`src/rtl/qspi_tgt_pkg.sv`:
```
// qspi_tgt_pkg: shared constants and types for the QSPI memory responder.
//   CMD_*      : command bytes recognised on the bus
//   state_t    : responder FSM states
//   CNT_W      : width of the nibble counters (address and dummy phases)
package qspi_tgt_pkg;

    localparam logic [7:0] CMD_QREAD  = 8'hEB;
    localparam logic [7:0] CMD_QWRITE = 8'h38;
    localparam logic [7:0] CMD_WREN   = 8'h06;

    // Wide enough for up to 15 dummy nibbles and up to 16 address nibbles.
    localparam int CNT_W = 4;

    typedef enum logic [2:0] {
        ST_IDLE   = 3'd0,
        ST_CMD    = 3'd1,
        ST_ADDR   = 3'd2,
        ST_DUMMY  = 3'd3,
        ST_RDATA  = 3'd4,
        ST_WDATA  = 3'd5,
        ST_IGNORE = 3'd6
    } state_t;

endpackage

```
`src/rtl/qspi_tgt_mem.sv`:
```
// qspi_tgt_mem: DEPTH x 8 backing store, combinational read, clocked write.
//   i_clk   : clock
//   i_we    : write enable (writes i_wdata to i_addr on rising i_clk)
//   i_addr  : shared read/write address
//   i_wdata : write byte
//   o_rdata : byte at i_addr (combinational)
// Contents are deliberately not reset.
module qspi_tgt_mem #(
    parameter int DEPTH = 256,
    parameter int MAW   = $clog2(DEPTH)
) (
    input  logic           i_clk,
    input  logic           i_we,
    input  logic [MAW-1:0] i_addr,
    input  logic [7:0]     i_wdata,
    output logic [7:0]     o_rdata
);

    logic [7:0] r_mem [DEPTH];

    always_ff @(posedge i_clk) begin
        if (i_we) begin
            r_mem[i_addr] <= i_wdata;
        end
    end

    assign o_rdata = r_mem[i_addr];

endmodule

```
`src/rtl/qspi_target.sv`:
```
// qspi_target: device end of the quad-SPI bus, serving quad reads (0xEB)
// and quad writes (0x38) from an internal byte array. Bus SCK is clk.
//   clk       : system clock / bus clock, all sampling on rising edge
//   reset     : asynchronous active-low reset
//   cs_n      : chip select, active low; high at any edge forces IDLE
//   dq_in     : nibble from master
//   dq_out    : read nibble to master (registered)
//   dq_oe     : per-lane output enable, 4'hF while driving
//   active    : transaction in progress (state != IDLE)
//   proto_err : one-cycle pulse on unknown command or partial write byte
//   state_dbg : current FSM state encoding, for observation
// Optional macro QSPI_TGT_WEL_EN adds a write-enable latch set by 0x06.
module qspi_target
    import qspi_tgt_pkg::*;
#(
    parameter int DEPTH = 256,
    parameter int DUMMY = 4,
    parameter int AW    = 24
) (
    input  logic       clk,
    input  logic       reset,
    input  logic       cs_n,
    input  logic [3:0] dq_in,
    output logic [3:0] dq_out,
    output logic [3:0] dq_oe,
    output logic       active,
    output logic       proto_err,
    output logic [2:0] state_dbg
);

    localparam int MAW       = $clog2(DEPTH);
    localparam int ADDR_NIBS = AW / 4;
    localparam logic [CNT_W-1:0] ADDR_LAST  = CNT_W'(ADDR_NIBS - 1);
    localparam logic [CNT_W-1:0] DUMMY_LAST = CNT_W'(DUMMY - 1);

    state_t           r_state;
    state_t           w_next;
    logic [3:0]       r_cmd_hi;
    logic [CNT_W-1:0] r_cnt;
    logic [MAW-1:0]   r_addr;
    logic             r_is_wr;
    logic             r_have_hi;
    logic [3:0]       r_wd_hi;
    logic             r_lo_out;   // dq_out currently carries a low nibble
    logic [3:0]       r_dq_out;
    logic [3:0]       r_dq_oe;
    logic             r_proto_err;
    logic [7:0]       w_cmd;
    logic             w_cmd_err;
    logic             w_part_err;
    logic             w_we;
    logic [MAW-1:0]   w_mem_addr;
    logic [7:0]       w_rdata;
`ifdef QSPI_TGT_WEL_EN
    logic             r_wel;
    logic             r_wren_pend;
`endif

    assign w_cmd      = {r_cmd_hi, dq_in};
    assign w_we       = !cs_n && (r_state == ST_WDATA) && r_have_hi;
    assign w_part_err = cs_n && (r_state == ST_WDATA) && r_have_hi;
    // While a low nibble is on the bus, look ahead to the next byte so its
    // high nibble can be registered on the following edge.
    assign w_mem_addr = ((r_state == ST_RDATA) && r_lo_out) ? r_addr + MAW'(1) : r_addr;

    qspi_tgt_mem #(.DEPTH(DEPTH), .MAW(MAW)) u_mem (
        .i_clk   (clk),
        .i_we    (w_we),
        .i_addr  (w_mem_addr),
        .i_wdata ({r_wd_hi, dq_in}),
        .o_rdata (w_rdata)
    );

    always_comb begin
        w_next    = r_state;
        w_cmd_err = 1'b0;
        case (r_state)
            ST_IDLE: w_next = ST_CMD;
            ST_CMD: begin
                if (w_cmd == CMD_QREAD) begin
                    w_next = ST_ADDR;
                end else if (w_cmd == CMD_QWRITE) begin
`ifdef QSPI_TGT_WEL_EN
                    if (r_wel) begin
                        w_next = ST_ADDR;
                    end else begin
                        w_next    = ST_IGNORE;
                        w_cmd_err = 1'b1;
                    end
`else
                    w_next = ST_ADDR;
`endif
`ifdef QSPI_TGT_WEL_EN
                end else if (w_cmd == CMD_WREN) begin
                    w_next = ST_IGNORE;
`endif
                end else begin
                    w_next    = ST_IGNORE;
                    w_cmd_err = 1'b1;
                end
            end
            ST_ADDR: begin
                if (r_cnt == ADDR_LAST) begin
                    w_next = r_is_wr ? ST_WDATA : ST_DUMMY;
                end
            end
            ST_DUMMY: begin
                if (r_cnt == DUMMY_LAST) begin
                    w_next = ST_RDATA;
                end
            end
            default: w_next = r_state;
        endcase
        if (cs_n) begin
            w_next    = ST_IDLE;
            w_cmd_err = 1'b0;
        end
    end

    always_ff @(posedge clk or negedge reset) begin
        if (!reset) begin
            r_state <= ST_IDLE;
        end else begin
            r_state <= w_next;
        end
    end

    always_ff @(posedge clk or negedge reset) begin
        if (!reset) begin
            r_cmd_hi    <= '0;
            r_cnt       <= '0;
            r_addr      <= '0;
            r_is_wr     <= 1'b0;
            r_have_hi   <= 1'b0;
            r_wd_hi     <= '0;
            r_lo_out    <= 1'b0;
            r_dq_out    <= '0;
            r_dq_oe     <= '0;
            r_proto_err <= 1'b0;
`ifdef QSPI_TGT_WEL_EN
            r_wel       <= 1'b0;
            r_wren_pend <= 1'b0;
`endif
        end else if (cs_n) begin
            r_dq_out    <= '0;
            r_dq_oe     <= '0;
            r_have_hi   <= 1'b0;
            r_lo_out    <= 1'b0;
            r_is_wr     <= 1'b0;
            r_proto_err <= w_part_err;
`ifdef QSPI_TGT_WEL_EN
            // WREN takes effect only if nothing followed the command byte.
            if (r_wren_pend && (r_state == ST_IGNORE)) begin
                r_wel <= 1'b1;
            end else if (r_is_wr) begin
                r_wel <= 1'b0;
            end
            r_wren_pend <= 1'b0;
`endif
        end else begin
            r_proto_err <= w_cmd_err;
            case (r_state)
                ST_IDLE: begin
                    r_cmd_hi <= dq_in;
                    r_cnt    <= '0;
                end
                ST_CMD: begin
                    r_is_wr <= (w_cmd == CMD_QWRITE);
                    r_cnt   <= '0;
`ifdef QSPI_TGT_WEL_EN
                    r_wren_pend <= (w_cmd == CMD_WREN);
`endif
                end
                ST_ADDR: begin
                    r_addr <= (r_addr << 4) | MAW'(dq_in);
                    r_cnt  <= (r_cnt == ADDR_LAST) ? '0 : r_cnt + 1'b1;
                end
                ST_DUMMY: begin
                    if (r_cnt == DUMMY_LAST) begin
                        r_dq_out <= w_rdata[7:4];
                        r_dq_oe  <= 4'hF;
                        r_lo_out <= 1'b0;
                    end else begin
                        r_cnt <= r_cnt + 1'b1;
                    end
                end
                ST_RDATA: begin
                    if (!r_lo_out) begin
                        r_dq_out <= w_rdata[3:0];
                        r_lo_out <= 1'b1;
                    end else begin
                        r_dq_out <= w_rdata[7:4];
                        r_addr   <= r_addr + MAW'(1);
                        r_lo_out <= 1'b0;
                    end
                end
                ST_WDATA: begin
                    if (!r_have_hi) begin
                        r_wd_hi   <= dq_in;
                        r_have_hi <= 1'b1;
                    end else begin
                        r_have_hi <= 1'b0;
                        r_addr    <= r_addr + MAW'(1);
                    end
                end
                ST_IGNORE: begin
                    r_dq_oe <= '0;
`ifdef QSPI_TGT_WEL_EN
                    r_wren_pend <= 1'b0;
`endif
                end
                default: r_dq_oe <= '0;
            endcase
        end
    end

    assign dq_out    = r_dq_out;
    assign dq_oe     = r_dq_oe;
    assign proto_err = r_proto_err;
    assign active    = (r_state != ST_IDLE);
    assign state_dbg = r_state;

endmodule

```
`config.mk`:
```
export PLATFORM = sky130hd
export DESIGN_NAME = qspi_target
export DESIGN_NICKNAME = d
export VERILOG_FILES = /design/src/rtl/qspi_tgt_pkg.sv /design/src/rtl/qspi_tgt_mem.sv /design/src/rtl/qspi_target.sv
export SDC_FILE = /design/constraint.sdc
export NUM_CORES = 2
export LEC_CHECK = 0
export ABC_AREA = 1
export BUFFER_PORTS_ARGS = -buffer_cell sky130_fd_sc_hd__buf_2
export CORE_MARGIN = 2
export CORE_UTILIZATION = 55
export CTS_CLUSTER_SIZE = 25
export DETAILED_ROUTE_END_ITERATION = 10
export GPL_TIMING_DRIVEN = 0
export PLACE_DENSITY = 0.7
export REMOVE_ABC_BUFFERS = 1
export SYNTH_ARGS = -nofsm -noshare
export SYNTH_HDL_FRONTEND = slang
export SYNTH_SLANG_ARGS = --single-unit
```
`constraint.sdc`:
```
create_clock -name clk -period 11.5 [get_ports clk]
set_clock_uncertainty 0.2 [all_clocks]
set_input_delay 1.15 -clock clk [delete_from_list [all_inputs] [get_ports clk]]
set_output_delay 1.15 -clock clk [all_outputs]
set_load 0.02 [all_outputs]
```
# ---- Word-level counts from Yosys, hierarchy flattened
# Memory sizes are Yosys's and may differ from the RTL's.
# Index checks and enable logic that the tools add are counted.
dict set report word_totals {
  reg_bits 35
  ram_bits 2048
  in_bits 7
  out_inout_bits 13
  word_cells 91
  n_memories 1
}
dict set report op_classes {
  addsub 2
  eq_ne 15
  n_mux 36
  n_bitwise 3
  reduce_logical 23
}
# memory depth width rd rd_clocked_by_memory_dff write_ports line
set mem_list {}
lappend mem_list {u_mem.r_mem 256 8 1 0 1 qspi_tgt_mem.sv:19} ;# logic [7:0] r_mem [DEPTH];
# operator count
set op_table {}
lappend op_table {{4-bit two-way mux} 7}
lappend op_table {{8-bit two-way mux} 3}
lappend op_table {{8-bit one-hot mux with 3 select lines} 1}
lappend op_table {{3-bit two-way mux} 6}
lappend op_table {{4-bit one-hot mux with 2 select lines} 2}
lappend op_table {{1-bit two-way mux} 14}
lappend op_table {{3-bit one-hot mux with 4 select lines} 1}
lappend op_table {{4-bit one-hot mux with 3 select lines} 1}
lappend op_table {{3-bit nonzero test} 4}
lappend op_table {{3-bit AND reduction} 3}
lappend op_table {{8-bit by 1-bit adder with 8-bit output (second input constant)} 1}
lappend op_table {{8-bit by 6-bit equality test with 1-bit output (second input constant)} 1}
lappend op_table {{8-bit equality test (second input constant)} 1}
lappend op_table {{8-bit by 4-bit OR with 8-bit output} 1}
lappend op_table {{3-bit by 2-bit equality test with 1-bit output (second input constant)} 2}
lappend op_table {{3-bit equality test (second input constant)} 2}
lappend op_table {{2-bit inequality test (second input constant)} 3}
lappend op_table {{3-bit inequality test (second input constant)} 2}
lappend op_table {{2-bit AND reduction} 3}
lappend op_table {{1-bit logical AND} 5}
lappend op_table {{5-bit nonzero test} 1}
lappend op_table {{5-bit OR reduction} 1}
lappend op_table {{4-bit by 1-bit adder with 4-bit output (second input constant)} 1}
lappend op_table {{4-bit by 2-bit equality test with 1-bit output (second input constant)} 1}
lappend op_table {{other kinds (10)} 12}

# ---- Depth between registers and ports, before layout
# An unclocked memory read counts as a cell.
dict set report depth {
  ltp_word 7
  ltp_mapped 23
  ltp_nobuf 19
}

# ---- By module
# From an unflattened synthesis, not the netlist that was laid out.
dict set report unflattened {
  hier_cells 8304
  hier_area_um2 86739.4
}
# module instances cells_each area_each_um2 seq_area_each_um2
set by_module_without_submodules {}
lappend by_module_without_submodules {qspi_tgt_mem 1 8013 84696.2 61499.0}
lappend by_module_without_submodules {qspi_target 1 291 2043.2 800.8}

# ---- Worst setup path before layout
# Ideal clock, no wire load.
dict set report synth_timing {
  kind {register -> register}
  from {reg r_wd_hi[0]}
  to {mem u_mem.r_mem[0][4] (data pin)}
  setup_ns 0.804
  arrival_time_ns 3.183
  required_ns 10.496
  setup_slack_ns 7.313
  path_stages_with_launch 1
  path_buffers 0
  period_less_slack_ns 4.187
  path_cell_list {dfrtp_1}
}
# item line
set synth_rtl {}
lappend synth_rtl {{from (decl)} qspi_target.sv:43} ;# logic [3:0] r_wd_hi;
lappend synth_rtl {{from (signal assigned)} qspi_target.sv:199} ;# r_wd_hi <= dq_in;
lappend synth_rtl {{to (decl)} qspi_tgt_mem.sv:19}
# No word-level cell before the write port.

# ---- Worst setup path after layout
dict set report layout_timing {
  from {reg r_state[0] (netlist: state_dbg[0])}
  to {reg r_dq_out[3] (netlist: dq_out[3])}
}
dict set report layout_via {
  elab_chain_cells 7
  elab_cells_between_ends 12
  cone_classes {eq/ne: 3; mux: 5; reduce/logical: 3; memory: 1}
}
# item line
set layout_rtl {}
lappend layout_rtl {{from (decl)} qspi_target.sv:36} ;# state_t r_state;
lappend layout_rtl {{from (signal assigned)} qspi_target.sv:124} ;# r_state <= w_next;
lappend layout_rtl {{3-bit equality test} {qspi_target.sv:64, qspi_target.sv:162}}
lappend layout_rtl {{1-bit logical AND} qspi_target.sv:64} ;# assign w_mem_addr = ((r_state == ST_RDATA) && r_lo_out) ? r_addr + MAW'(1) : r_addr;
lappend layout_rtl {{8-bit two-way mux} qspi_target.sv:64}
lappend layout_rtl {{memory 256 x 8 bit} n/a}
lappend layout_rtl {{4-bit two-way mux (on tied branches)} {qspi_target.sv:188, qspi_target.sv:179}}
lappend layout_rtl {{4-bit one-hot mux with 2 select lines} qspi_target.sv:162} ;# case (r_state)
lappend layout_rtl {{4-bit two-way mux} qspi_target.sv:144} ;# end else if (cs_n) begin
lappend layout_rtl {{to (signal assigned)} qspi_target.sv:180} ;# r_dq_out <= w_rdata[7:4];
lappend layout_rtl {{to (signal assigned)} qspi_target.sv:189} ;# r_dq_out <= w_rdata[3:0];
lappend layout_rtl {{to (signal assigned)} qspi_target.sv:192} ;# r_dq_out <= w_rdata[7:4];
lappend layout_rtl {{to (decl)} qspi_target.sv:45} ;# logic [3:0] r_dq_out;
# Parallel ways exist; a longest one is shown, timed or not. The select of a mux whose other input is x is not followed.
# A chain may end at the register's enable or synchronous reset.

==> flow_summary_export.csv <==
group,metric,value,unit
placed_design,dp_cells,10900,
power_and_ir_drop,power.share.combinational,34.9,%
critical_path,arrival,7.30,ns
synthesis,yosysTopAreaCell,"edfxtp_1",
synthesis,synth_simple_gate_area_share,19.5,%
die,core,163000,µm²
clocking,root_buffer,"clkbuf_16",
power_and_ir_drop,switchingPower,9.00,mW
critical_path,r2r-start,"state_dbg[0]",
sta,fin_crit,6.73,ns
hold_path,holdCritPathClass,"in2async",
critical_path,crit_required,12.07,ns
critical_path,reg2reg_depth,20,
clocking,cts_buffers,201,
critical_path,crit_end,"dq_out[3]",
synthesis,netlist_top_cells_count,"3460 x nand2_1, 2048 x edfxtp_1, 1098 x inv_1",
cells_and_area,nNetsFinal,8943,
clocking,clkTransAtPathRegs,0.06,ns
synthesis,synth_compound_area_share,4.61,%
die,rows,148,
global_routing,track_usage,26.9,%
cells_and_area,register_area,62300,µm²
global_routing,grt_pass1_vias,57600,
synthesis,syn-cell-area,90300,µm²
power_and_ir_drop,power,23.8,mW
clocking,post_cts_buffers,0,
sta,finalCritPeriodShare,58.5,%
global_routing,grt_max_degree,155,
synthesis,synthTopCellsByArea,"edfxtp_1 68%, nand2_1 14%, inv_1 4.6%, nor2_1 4.2%, o21ai_0 2.9%",
synthesis,yosys.area_share.adder,0.0416,%
synthesis,syn_inst,9058,
clocking,clkLatencyLatePin,0.84,ns
cells_and_area,postLayoutCoreUtil,61.4,%
die,die_w,409,µm
power_and_ir_drop,power_leakage,41.6,nW
power_and_ir_drop,p_int,14.7,mW
critical_path,critical_path.slowest_cell,"nand2_8",
cells_and_area,diodes,0,
synthesis,synthMuxAreaShare,0,%
power_and_ir_drop,peakVddDrop,0.214,mV
placed_design,place_congestion,0.828,
synthesis,yosys_warnings,0,
sta,fmax,0.149,GHz
placed_design,port-buffer-count,19,
cells_and_area,fillers,12700,
critical_path,cp.depth,20,
die,io_pins,20,
critical_path,cpPeakStageDelay,1.21,ns
critical_path,crit_buf_inv,3,
sta,fin_tns_setup,0,ns
clocking,tritoncts,"yes",
critical_path,rrSetupSlack,4.77,ns
synthesis,synth_ff_type,"edfxtp_1",
synthesis,avgSynthCellArea,9.97,µm²
sta,finalMaxSlewViolations,0,
clocking,cts_buffer_depth,3,
synthesis,synthDominantCellAreaShare,68.1,%
routing,wl_per_cell,20.2,µm
clocking,cts_sinks,2080,
synthesis,synth_seq_area_share,69.0,%
critical_path,crit_fanout,154,
global_routing,antenna_found_initial,5,
synthesis,synth.most_common_cell,"nand2_1",
routing,drcViolationCount,0,
global_routing,grt_pass1_wl,343000,µm
cells_and_area,multiInputGateArea,21900,µm²
synthesis,async_flop_share,1.54,%
routing,vias,61000,
power_and_ir_drop,seqPwrFrac,37.8,%
critical_path,crit_start,"state_dbg[0]",
placed_design,dpl.hpwl,132000,µm
sta,setup_viol_count_final,0,
global_routing,grt.overflow.total,0,
routing,first_iter_violations,7660,
cells_and_area,fin_cells,11300,
sta,tightestPinTransition,1.27,ns
clocking,cts.repair.resized,0,
run_status,outcome,"completed",
cells_and_area,layout-drive-gt1-share,4.99,%
synthesis,synth-xor-area-share,0.0388,%
power_and_ir_drop,p_clk_share,27.3,%
sta,relSlewSlack,15.3,%
power_and_ir_drop,power.density,238,nW/µm²
critical_path,path_common_cell,"nand2_1",
routing,routed_via_density,5.41,
power_and_ir_drop,sw_frac_of_total,37.9,%
clocking,ctsHoldBuffers,0,
routing,ant_nets,0,
synthesis,synth-seq-cells,2080,
synthesis,synth.distinct_cells,39,
critical_path,crit_type,"reg2reg",
synthesis,synth_edf_count,2048,
critical_path,path_delay_family,"simple AND/OR/NAND/NOR gates",
routing,wl,228000,µm
job,drv_cap,0,
routing,dr.pass1.iters,6,
critical_path,startpoint_type,"register",
synthesis,synth_top_family_by_area,"simple AND/OR/NAND/NOR gates",
sta,final_hold_viol_count,0,
die,die_height,409,µm
critical_path,rr_endpoint,"dq_out[3]",
die,initial_utilization,55.4,%
cells_and_area,area_growth,10.8,%
clocking,cts_max_level,4,
sta,rsz0062_at_grt,"no",
die,dieArea,167000,µm²
critical_path,path_cells,"nor2_4 -> nand4_4 -> nand2_8 -> buf_16 -> buf_16 -> buf_16 -> o21ai_0 -> nand2_1 -> nand2_1 -> nand2_1 -> nand2_1 -> nor2_1 -> nor2_1 -> nor2_1 -> nand3_1 -> nor2_1 -> nand2_1 -> o21ai_1 -> nand2_1 -> nand2_1",
critical_path,crit_path_end_kind,"register",
[kinds of logic (layout without fill, tap and decap cells)]
| family | after synthesis | after routing |
|---|---|---|
| XOR/XNOR | 4 | 4 |
| AO/OA/AOI/OAI | 814 | 814 |
| buffers and inverters | 1553 | 1598 |
| adder cells (fa/ha/maj) | 3 | 3 |
| flip-flops | 2080 | 2080 |
| AND/OR/NAND/NOR | 4604 | 4604 |
[cell type report]
class                      count  area share, %
timing repair buffer         119           2.49
multi-input combinational   5425           21.9
sequential                  2080           62.3
clock inverter               129           1.12
tap                         2175           2.72
clock buffer                 244           5.28
inverter                    1106           4.16
[cell usage in the layout (no fill, tap or decap), drive strengths merged]
cell type and instances:
nor2 1011, o221ai 1, a2111oi 1, o21bai 3
o2bb2ai 1, nor3 3, a21oi 5, o21ai 778
xor2 2, nand4 7, clkbuf 244, nand2 3463
xnor2 2, a211oi 1, o22ai 6, buf 119
or2 19, dfrtp 32, clkinvlp 6, clkinv 100
inv 1110, bufinv 19, nand3 86, nand3b 15
edfxtp 2048, ha 3, o41ai 1, o211ai 17
[worst register-to-register path, cell delays in order (launching register included)]
cell	delay, ns
dfrtp_1	0.47
nor2_4	0.26
nand4_4	0.98
nand2_8	1.22
buf_16	0.47
buf_16	0.45
buf_16	0.53
o21ai_0	0.33
nand2_1	0.09
nand2_1	0.06
nand2_1	0.06
nand2_1	0.10
nor2_1	0.20
nor2_1	0.07
nor2_1	0.20
nand3_1	0.10
nor2_1	0.42
nand2_1	0.13
o21ai_1	0.17
nand2_1	0.10
nand2_1	0.07
[how the worst min path moves through the flow]
stage	start	to	slack, ns	depth (start not counted)
finish	reset	state_dbg[1]	0.20	1
global route	reset	r_wd_hi[1]	0.23	1
CTS	reset	r_addr[6]	0.17	1
detailed placement	dq_out[2]	dq_out[2]	0.26	2
global placement	dq_out[0]	dq_out[0]	0.26	2
floorplan	r_cmd_hi[1]	r_cmd_hi[1]	0.27	2
[state kept, by name (all words and copies together) (netlist names), 3 cells and up]
| signal | count |
|---|---|
| dq_out | 4 |
| r_addr | 8 |
| r_cmd_hi | 4 |
| r_cnt | 4 |
| r_wd_hi | 4 |
| state_dbg | 3 |
| u_mem.r_mem | 2048 |
[layer usage]
metal,vias to the layer above,global-route usage (%),part of all wire (%)
li1,28700,-,-
met1,29000,37.0,40
met2,2809,42.8,46
met3,477,5.09,9.4
met4,4,10.3,3.8
met5,-,0,0.011
[power by group through the flow]
stage | clock network [mW] | logic (mW) | registers, mW
6_report | 6.48 | 8.29 | 8.98
5_1_grt | 6.81 | 9.06 | 8.99
4_1_cts | 6.51 | 8.18 | 8.98
3_5_place_dp | 0 | 8.11 | 9.14
3_3_place_gp | 0 | 8.09 | 9.77
2_1_floorplan | 0 | 6.37 | 9.34
[stage by stage]
| step | instance area [µm²] | setup WS [ns] | hold slack (ns) |
|---|---|---|---|
| 3_3_place_gp | 91100 | -32.89 | 0.264 |
| 2_1_floorplan | 88200 | -5.33 | 0.274 |
| 6_report | 100000 | 4.77 | 0.200 |
| 3_5_place_dp | 93600 | 4.86 | 0.264 |
| 4_1_cts | 100000 | 4.85 | 0.169 |
| 5_1_grt | 100000 | 4.34 | 0.228 |
No activity file was read; power rests on OpenSTA's default activity.
